==> config.mk <==
export PLATFORM = sky130hd
export DESIGN_NAME = tamagotchi_input_ctrl
export DESIGN_NICKNAME = d
export VERILOG_FILES = /design/src/rtl/tamagotchi_input_ctrl_pkg.sv /design/src/rtl/tamagotchi_input_ctrl_debounce.sv /design/src/rtl/tamagotchi_input_ctrl.sv
export SDC_FILE = /design/constraint.sdc
export NUM_CORES = 1
export LEC_CHECK = 0
export ABC_AREA = 0
export CAP_MARGIN = 5
export CORE_ASPECT_RATIO = 1.2
export CORE_UTILIZATION = 35
export DETAILED_ROUTE_END_ITERATION = 7
export SLEW_MARGIN = 20
export SYNTH_ARGS = -nofsm -noshare
export SYNTH_HDL_FRONTEND = slang
export SYNTH_SLANG_ARGS = --single-unit
==> constraint.sdc <==
create_clock -name clk -period 14 [get_ports clk]
set_input_delay 2.8 -clock clk [delete_from_list [all_inputs] [get_ports clk]]
set_output_delay 2.8 -clock clk [all_outputs]
set_load 0.02 [all_outputs]
==> src/rtl/tamagotchi_input_ctrl_pkg.sv <==
// Shared definitions for the Tamagotchi input front end.
// The test FSM states and test codes live here, alongside the pet-state codes that the test codes select.
package tamagotchi_input_ctrl_pkg;

   typedef enum logic [1:0] {
      T_IDLE   = 2'd0,
      T_ARM    = 2'd1,
      T_SELECT = 2'd2,
      T_HOLD   = 2'd3
   } test_state_t;

   localparam logic [3:0] TEST_CODE_NONE = 4'd0;
   localparam logic [3:0] TEST_CODE_MAX  = 4'd9;

   // A non-zero pulse_test value forces the pet FSM straight into the matching state.
   typedef enum logic [3:0] {
      PET_NONE     = 4'd0,
      PET_NEUTRAL  = 4'd1,
      PET_HUNGRY   = 4'd2,
      PET_EATING   = 4'd3,
      PET_TIRED    = 4'd4,
      PET_SLEEPING = 4'd5,
      PET_BORED    = 4'd6,
      PET_PLAYING  = 4'd7,
      PET_SICK     = 4'd8,
      PET_DEAD     = 4'd9
   } pet_state_t;

   function automatic logic [3:0] next_code(input logic [3:0] code);
      return (code == TEST_CODE_MAX) ? 4'd1 : code + 4'd1;
   endfunction

endpackage

==> src/rtl/tamagotchi_input_ctrl_debounce.sv <==
// Two-flop synchroniser followed by a stability counter.
// The level only changes after DEB_CYCLES consecutive samples disagree with it.
module button_debounce #(
   parameter int DEB_CYCLES = 500000
) (
   input  logic clk,
   input  logic rst,
   input  logic raw,
   output logic level
);

   localparam int CW = $clog2(DEB_CYCLES) + 1;
   localparam logic [CW-1:0] CNT_MAX = CW'(DEB_CYCLES - 1);

   logic          sync1;
   logic          sync2;
   logic [CW-1:0] cnt;

   always_ff @(posedge clk or posedge rst) begin
      if (rst) begin
         sync1 <= 1'b0;
         sync2 <= 1'b0;
         cnt   <= '0;
         level <= 1'b0;
      end else begin
         sync1 <= raw;
         sync2 <= sync1;
         if (sync2 == level) begin
            cnt <= '0;
         end else if (cnt == CNT_MAX) begin
            level <= sync2;
            cnt   <= '0;
         end else begin
            cnt <= cnt + 1'b1;
         end
      end
   end

endmodule

==> src/rtl/tamagotchi_input_ctrl.sv <==
// Button/tilt front end for the pet FSM: debouncing, command masking and the test-code entry protocol.
module tamagotchi_input_ctrl
   import tamagotchi_input_ctrl_pkg::*;
#(
   parameter int DEB_CYCLES  = 500000,
   parameter int LONG_CYCLES = 250000000,
   parameter int HOLD_CYCLES = 200000
) (
   input  logic       clk,
   input  logic       rst,
   input  logic       btn_sleep_n,
   input  logic       btn_awake_n,
   input  logic       btn_feed_n,
   input  logic       btn_play_n,
   input  logic       btn_test_n,
   input  logic       btn_sel_n,
   input  logic       tilt_in,
   output logic       sleep,
   output logic       awake,
   output logic       feed,
   output logic       play,
   output logic       giro,
   output logic       test_mode,
   output logic [3:0] pulse_test
);

   localparam int LW = $clog2(LONG_CYCLES) + 1;
   localparam int HW = $clog2(HOLD_CYCLES) + 1;
   localparam int SETTLE = DEB_CYCLES + 2;
   localparam int SW = $clog2(SETTLE) + 1;
   localparam logic [LW-1:0] LONG_MAX   = LW'(LONG_CYCLES - 1);
   localparam logic [HW-1:0] HOLD_MAX   = HW'(HOLD_CYCLES - 1);
   localparam logic [SW-1:0] SETTLE_MAX = SW'(SETTLE);

   logic [6:0]    raw_in;
   logic [6:0]    lvl;
   logic [SW-1:0] settle_cnt;
   logic          settled;
   logic          test_prev;
   logic          sel_prev;
   logic          test_rise;
   logic          sel_rise;
   logic          masked;

   test_state_t   state, state_nx;
   logic [LW-1:0] long_cnt, long_nx;
   logic [HW-1:0] hold_cnt, hold_nx;
   logic [3:0]    pulse_nx;

   assign raw_in = {tilt_in, ~btn_sel_n, ~btn_test_n, ~btn_play_n,
                    ~btn_feed_n, ~btn_awake_n, ~btn_sleep_n};

   for (genvar i = 0; i < 7; i++) begin : g_deb
      button_debounce #(.DEB_CYCLES(DEB_CYCLES)) u_deb (
         .clk   (clk),
         .rst   (rst),
         .raw   (raw_in[i]),
         .level (lvl[i])
      );
   end

   // Until the debouncers have had time to see a button held across reset, the previous
   // level is pinned high so that such a button never looks like a fresh press.
   assign settled = (settle_cnt == SETTLE_MAX);

   always_ff @(posedge clk or posedge rst) begin
      if (rst) begin
         settle_cnt <= '0;
         test_prev  <= 1'b1;
         sel_prev   <= 1'b1;
      end else begin
         if (!settled) begin
            settle_cnt <= settle_cnt + 1'b1;
            test_prev  <= 1'b1;
            sel_prev   <= 1'b1;
         end else begin
            test_prev <= lvl[4];
            sel_prev  <= lvl[5];
         end
      end
   end

   assign test_rise = lvl[4] & ~test_prev;
   assign sel_rise  = lvl[5] & ~sel_prev;

   always_ff @(posedge clk or posedge rst) begin
      if (rst) begin
         state      <= T_IDLE;
         long_cnt   <= '0;
         hold_cnt   <= '0;
         pulse_test <= TEST_CODE_NONE;
      end else begin
         state      <= state_nx;
         long_cnt   <= long_nx;
         hold_cnt   <= hold_nx;
         pulse_test <= pulse_nx;
      end
   end

   // In T_SELECT the select increment is resolved before the exit test, so a
   // simultaneous test press leaves with the freshly incremented code.
   always_comb begin
      state_nx = state;
      long_nx  = long_cnt;
      hold_nx  = hold_cnt;
      pulse_nx = pulse_test;
      case (state)
         T_IDLE: begin
            if (test_rise) begin
               state_nx = T_ARM;
               long_nx  = '0;
            end
         end
         T_ARM: begin
            if (!lvl[4]) begin
               state_nx = T_IDLE;
            end else if (long_cnt == LONG_MAX) begin
               state_nx = T_SELECT;
               pulse_nx = TEST_CODE_NONE;
            end else begin
               long_nx = long_cnt + 1'b1;
            end
         end
         T_SELECT: begin
            if (sel_rise) begin
               pulse_nx = next_code(pulse_test);
            end
            if (test_rise && (pulse_nx != TEST_CODE_NONE)) begin
               state_nx = T_HOLD;
               hold_nx  = '0;
            end
         end
         T_HOLD: begin
            if (hold_cnt == HOLD_MAX) begin
               state_nx = T_IDLE;
               pulse_nx = TEST_CODE_NONE;
            end else begin
               hold_nx = hold_cnt + 1'b1;
            end
         end
         default: state_nx = T_IDLE;
      endcase
   end

   assign masked    = (state == T_SELECT) || (state == T_HOLD);
   assign test_mode = (state == T_SELECT);
   assign sleep     = lvl[0] & ~masked;
   assign awake     = lvl[1] & ~masked;
   assign feed      = lvl[2] & ~masked;
   assign play      = lvl[3] & ~masked;
   assign giro      = lvl[6];

endmodule

==> results.py, run 1 <==
metrics = {
    "setup_path": {
        "rr_worst_depth": 5,
        "crit_type": "reg -> out",
        "crit_fanout": 13,
        "crit_arrival_ps": 2380,
        "critPathLaunchType": "flip-flop",
        "end_kind": "output port",
        "ff2ff_setup_slack_ps": 11470,
        "cp.required_ps": 11200,
        "reg2reg_to": "hold_cnt[15]",
    },
    "floorplanning": {
        "design.portCount": 19,
        "start_util": 0.355,
        "fp.dieArea_mm2": 0.0334,
        "rows": 72,
        "core_area_mm2": 0.0322,
        "die_h_um": 200,
        "die_w_um": 167,
    },
    "logic_synthesis": {
        "yosys-top-cells-area": "dfrtp_1 51%, xnor2_1 7.8%, nor2_1 7.7%",
        "synthFlopType": "dfrtp_1",
        "synth_edf_count": 0,
        "yosysSeqAreaShare": 0.519,
        "ys_ff_latch": 237,
        "syn_inst": 1179,
        "syn-cell-area_mm2": 0.0114,
        "synth_nets": 1201,
        "async_flop_share": 1.00,
        "yosysTopAreaCellShare": 0.514,
        "yosys.area.top_type": "dfrtp_1",
        "syn-mean-instance-area_um2": 9.70,
        "yosysUniqueCellTypes": 52,
        "yosysWarnings": 0,
    },
    "global_route": {
        "grt_pass1_vias": 7974,
        "grt_max_degree": 97,
        "grt_overflow": 0,
        "grtUsageTotal": 0.131,
        "antenna_found_initial": 0,
        "grt_pass1_wl_um": 37200,
    },
    "run": {
        "cap_violations": 0,
    },
    "cts": {
        "ctsHoldBuffers": 0,
        "clock-root-buffer": "clkbuf_16",
        "ctsHtreeMaxLevel": 1,
        "cts_resized": 0,
        "cts_buffer_depth": 3,
        "clk_pin_slew_ps": 60,
        "cts_buffers": 25,
        "cts_tree": "built",
        "clkSinkCount": 237,
        "cts_setup_buffers": 0,
        "clk_latency_ps": 540,
    },
    "pwr": {
        "p_int_mw": 1.11,
        "vdd_drop_max_uv": 84.5,
        "p_switching_mw": 0.300,
        "p_sw_frac": 0.212,
        "p_comb_frac": 0.023,
        "fin_total_pwr_mw": 1.41,
        "p_leak_nw": 5.36,
        "power_density_mw_per_mm2": 110,
        "clkPwrFrac": 0.482,
        "pwr-share-seq": 0.495,
    },
    "finish": {
        "layout_commonest_cell": "dfrtp_1",
        "layout.cells.non_filler": 1625,
        "final_cell_mix": "235 x dfrtp_1, 233 x nor2_1, 102 x xnor2_1",
        "antenna_cells": 0,
        "multi_input_area_mm2": 0.00519,
        "fin_area_mm2": 0.0129,
        "regArea_mm2": 0.00593,
        "syn2layout_area_growth_pct": 12.7,
        "num-nets-final": 1221,
        "drive_gt1_frac": 0.0698,
        "fillers": 3138,
    },
    "route": {
        "drt_iter0_drc": 427,
        "remaining_drc_errors": 0,
        "vias_per_cell": 4.95,
        "vias": 8045,
        "wire_per_inst_um": 12.9,
        "antenna_left": 0,
        "firstDrtPassIters": 4,
        "wirelength_um": 20900,
    },
    "timing": {
        "final.min_clock_period_ps": 5180,
        "finalWorstSetupSlack_ps": 8820,
        "finalSetupViolations": 0,
        "slew_headroom": 0.346,
        "tns_ps": 0,
        "finalCritPeriodShare": 0.370,
        "finalHoldViolCount": 0,
        "rsz0062_at_grt": "no",
        "tightest_slew_ps": 974,
        "finClkSkew_ps": 28.7,
        "fmax_mhz": 193,
        "final_max_slew_viol_count": 0,
    },
    "placement": {
        "gp_congestion": 0.750,
        "place_worst_setup_slack_ps": 8270,
        "numPortBuffers": 18,
        "placed_cell_area_mm2": 0.0120,
        "place_inst": 1579,
        "hpwl_um": 13600,
    },
    "worst_hold_path": {
        "hold_path_class": "reg -> reg",
        "hold_path_depth": 0,
        "hold_end": "g_deb[6].u_deb.sync2",
        "worstHoldStart": "g_deb[6].u_deb.sync1",
    },
    "outcome": {
        "outcome": "completed",
    },
}
flip-flops by register name, indices dropped and copies added (netlist names), named ones only:
signal and flops:
g_deb.u_deb.cnt 140, g_deb.u_deb.sync2 7, state 1, long_cnt 29
settle_cnt 20, g_deb.u_deb.sync1 7, test_prev 1, g_deb.u_deb.level 7
pulse_test 4, hold_cnt 19, sel_prev 1
worst max-delay path by stage:
stage	end	slack, ps	cells after the start
5_1_grt	test_mode	8700	3
6_report	test_mode	8820	3
3_5_place_dp	g_deb[1].u_deb.cnt[7]	8270	4
2_1_floorplan	async pin	4700	1
3_3_place_gp	g_deb[1].u_deb.cnt[7]	8260	4
4_1_cts	test_mode	8770	3
worst max-delay path, stage by stage (launching register included):
cell and delay, ps:
dfrtp_1 790, nand2_1 260, inv_1 170, clkdlybuf4s50_1 620
stage by stage:
stage	hold WS, ps	util
after CTS	350	0.401
after global routing	354	0.401
after detailed placement	336	0.374
after floorplan	331	-
final	347	0.401
after global placement	334	0.374
Yosys cell counts, drive strengths merged (3+ instances only):
library cell / n
a21oi: 16
a31o: 6
and2: 4
and3: 19
and4: 12
buf: 17
clkbuf: 12
dfrtp: 235
ha: 13
inv: 47
mux2: 9
mux2i: 4
nand2: 76
nand2b: 9
nand3: 81
nand4: 48
nand4b: 3
nor2: 233
nor2b: 4
nor3: 41
nor4: 22
nor4b: 9
o211ai: 3
o21ai: 18
o31ai: 3
or2: 16
or3: 14
or4: 7
xnor2: 102
xor2: 76
power by group through the flow:
stage	logic (mW)	clock network, mW	registers [mW]
final	0.0330	0.680	0.698
after global routing	0.0401	0.732	0.699
after CTS	0.0350	0.707	0.698
after detailed placement	0.0348	0	0.711
after global placement	0.0346	0	0.711
after floorplan	0.0253	0	0.709
area by class of cell:
| type | count | share of cell area |
|---|---|---|
| repair buffers | 22 | 0.0166 |
| clock inverters | 11 | 0.0107 |
| clock buffers | 35 | 0.0553 |
| inverters | 47 | 0.0143 |
| flip-flops and latches | 237 | 0.460 |
| multi-input cells | 866 | 0.403 |
| well taps | 407 | 0.0395 |
per-layer routing:
layer / up-vias / wire [um] / track usage
li1: 4029 / - / -
met4: 0 / 417 / 0.0425
met3: 26 / 528 / 0.0168
met1: 3920 / 9980 / 0.172
met5: - / 0 / 0
met2: 70 / 9970 / 0.226
cell families after synthesis:
kind of cell / share of synthesized area
compound gates: 0.0317
xor+xnor: 0.136
mux: 0.0124
fa+ha+maj: 0.0142
flops: 0.519
simple gates: 0.259
buf+inv: 0.0270
Note: power is estimated with default switching activity, not from simulation.
==> run 2, diff against run 1 <==
Clock period 14 ns to 4.43 ns, I/O delays scaled along.
==> run 2 against run 1 <==
Worst hold slack got worse by 2.0 ps. Clock skew down 17 ps. Sequential share of layout area shrank 0.14 points. Highest routed layer unchanged. Global-route usage is 0.22 points lower. Wire length down 1.0%. Final area rose by 0.31%. Sequential cell count stayed put. Critical path type unchanged. Clock power rose to 3.2 times the previous value. Die area is the same. Sequential power rose to 3.2 times the previous value. Non-clock buffer count up 2. Cell count grew 0.12%.
==> results.py, run 2 (synthesized netlist as in run 1, its figures left out) <==
metrics = {
    "outcome": {
        "outcome": "completed",
    },
    "route": {
        "firstDrtPassIters": 4,
        "vias": 8032,
        "vias_per_cell": 4.94,
        "remaining_drc_errors": 0,
        "wire_per_inst_um": 12.7,
        "wirelength_um": 20700,
        "drt_iter0_drc": 398,
        "antenna_left": 0,
    },
    "pwr": {
        "p_leak_nw": 5.37,
        "vdd_drop_max_uv": 247,
        "p_int_mw": 3.53,
        "power_density_mw_per_mm2": 348,
        "p_switching_mw": 0.963,
        "p_sw_frac": 0.214,
        "pwr-share-seq": 0.491,
        "clkPwrFrac": 0.485,
        "p_comb_frac": 0.024,
    },
    "floorplanning": {
        "design.portCount": 19,
        "die_w_um": 167,
        "die_h_um": 200,
        "fp.dieArea_mm2": 0.0334,
        "start_util": 0.355,
        "rows": 72,
        "core_area_mm2": 0.0322,
    },
    "finish": {
        "fin_area_mm2": 0.0129,
        "regMostFlops": "g_deb.u_deb.cnt",
        "final_cell_mix": "235 x dfrtp_1, 233 x nor2_1, 102 x xnor2_1",
        "drive_gt1_frac": 0.0738,
        "layout_commonest_cell": "dfrtp_1",
        "antenna_cells": 0,
        "largest_reg_flops": 140,
        "largestRegisters": "g_deb.u_deb.cnt x140, long_cnt x29, settle_cnt x20",
        "num-nets-final": 1224,
        "fillers": 3136,
        "syn2layout_area_growth_pct": 13.1,
    },
    "placement": {
        "numPortBuffers": 18,
        "hpwl_um": 13600,
        "gp_congestion": 0.800,
        "placed_cell_area_mm2": 0.0121,
    },
    "cts": {
        "cts_setup_buffers": 0,
        "clk_latency_ps": 520,
        "cts_tree": "built",
        "cts_resized": 0,
        "cts_buffers": 26,
        "cts_buffer_depth": 3,
        "ctsHtreeMaxLevel": 1,
        "clock-root-buffer": "clkbuf_16",
        "clkSinkCount": 237,
        "ctsHoldBuffers": 0,
        "clk_pin_slew_ps": 60,
    },
    "timing": {
        "final.min_clock_period_ps": 3090,
        "rsz0062_at_grt": "no",
        "slew_headroom": 0.350,
        "finalHoldViolCount": 0,
        "finClkSkew_ps": 11.2,
        "final_max_slew_viol_count": 0,
        "finalSetupViolations": 0,
        "fmax_mhz": 324,
        "tns_ps": 0,
        "finalCritPeriodShare": 0.697,
        "tightest_slew_ps": 962,
    },
    "setup_path": {
        "cp.required_ps": 3540,
        "slowest_stage": "dfrtp_1",
        "end_kind": "output port",
        "crit_type": "reg -> out",
        "critPathLaunchType": "flip-flop",
        "crit_chain": "nand2_1, inv_1, clkdlybuf4s50_1",
        "critPathMaxStageDelay_ps": 690,
        "crit_arrival_ps": 2200,
        "crit_fanout": 13,
        "rr_worst_depth": 5,
    },
    "global_route": {
        "grt_max_degree": 119,
        "grt_pass1_wl_um": 36800,
        "antenna_found_initial": 0,
        "grtUsageTotal": 0.129,
        "grt_pass1_vias": 7933,
        "grt_overflow": 0,
    },
    "worst_hold_path": {
        "hold_path_class": "reg -> reg",
        "hold_path_depth": 0,
    },
    "run": {
        "cap_violations": 0,
    },
}
==> run 2: path summary, 6_finish.rpt <==
path	startpoint	slack, ps	end
setup / recovery	flip-flop	1340	test_mode
hold / removal	g_deb[2].u_deb.sync1	350	g_deb[2].u_deb.sync2
setup reg to reg	flip-flop	2020	hold_cnt[15]
hold reg to reg	g_deb[2].u_deb.sync1	350	g_deb[2].u_deb.sync2
max in group asynchronous	rst	2870	g_deb[4].u_deb.cnt[13]
min in group asynchronous	rst	670	g_deb[5].u_deb.cnt[17]
==> run 2: through the flow <==
stage,power [mW],std cells,setup slack [ps],hold WS (ps),util
5_1_grt,4.69,1627,1210,362,0.402
3_3_place_gp,2.36,1581,1890,335,0.375
2_1_floorplan,2.32,1179,440,331,-
6_report,4.49,1627,1340,345,0.402
3_5_place_dp,2.36,1581,1870,338,0.375
4_1_cts,4.58,1627,1310,349,0.402
==> run 2: layer usage <==
layer,vias to the layer above,global-route usage,part of all wire
met5,-,0,0
met4,0,0.0329,0.016
met3,26,0.0207,0.031
met1,3903,0.164,0.47
met2,69,0.230,0.48
li1,4034,-,-
==> run 2: cell type report <==
| class | count | area (um2) | share of cell area |
|---|---|---|---|
| well taps | 407 | 509 | 0.0394 |
| repair buffers | 24 | 238 | 0.0184 |
| multi-input cells | 866 | 5190 | 0.402 |
| inverters | 47 | 180 | 0.0139 |
| flip-flops and latches | 237 | 5930 | 0.459 |
| clock buffers | 31 | 711 | 0.0550 |
| clock inverters | 15 | 160 | 0.0124 |
==> run 2: critical path: cells and delay by family, from the launching register on <==
kind | cells | cell delay, ps
flip-flops | 1 | 690
buffers and inverters | 2 | 760
AND/OR/NAND/NOR | 1 | 230
==> run 2: power groups by stage <==
stage | combinational [mW] | clock, mW | sequential, mW
finish | 0.106 | 2.18 | 2.21
global route | 0.125 | 2.35 | 2.21
CTS | 0.112 | 2.26 | 2.21
detailed placement | 0.112 | 0 | 2.25
global placement | 0.111 | 0 | 2.25
floorplan | 0.0802 | 0 | 2.24
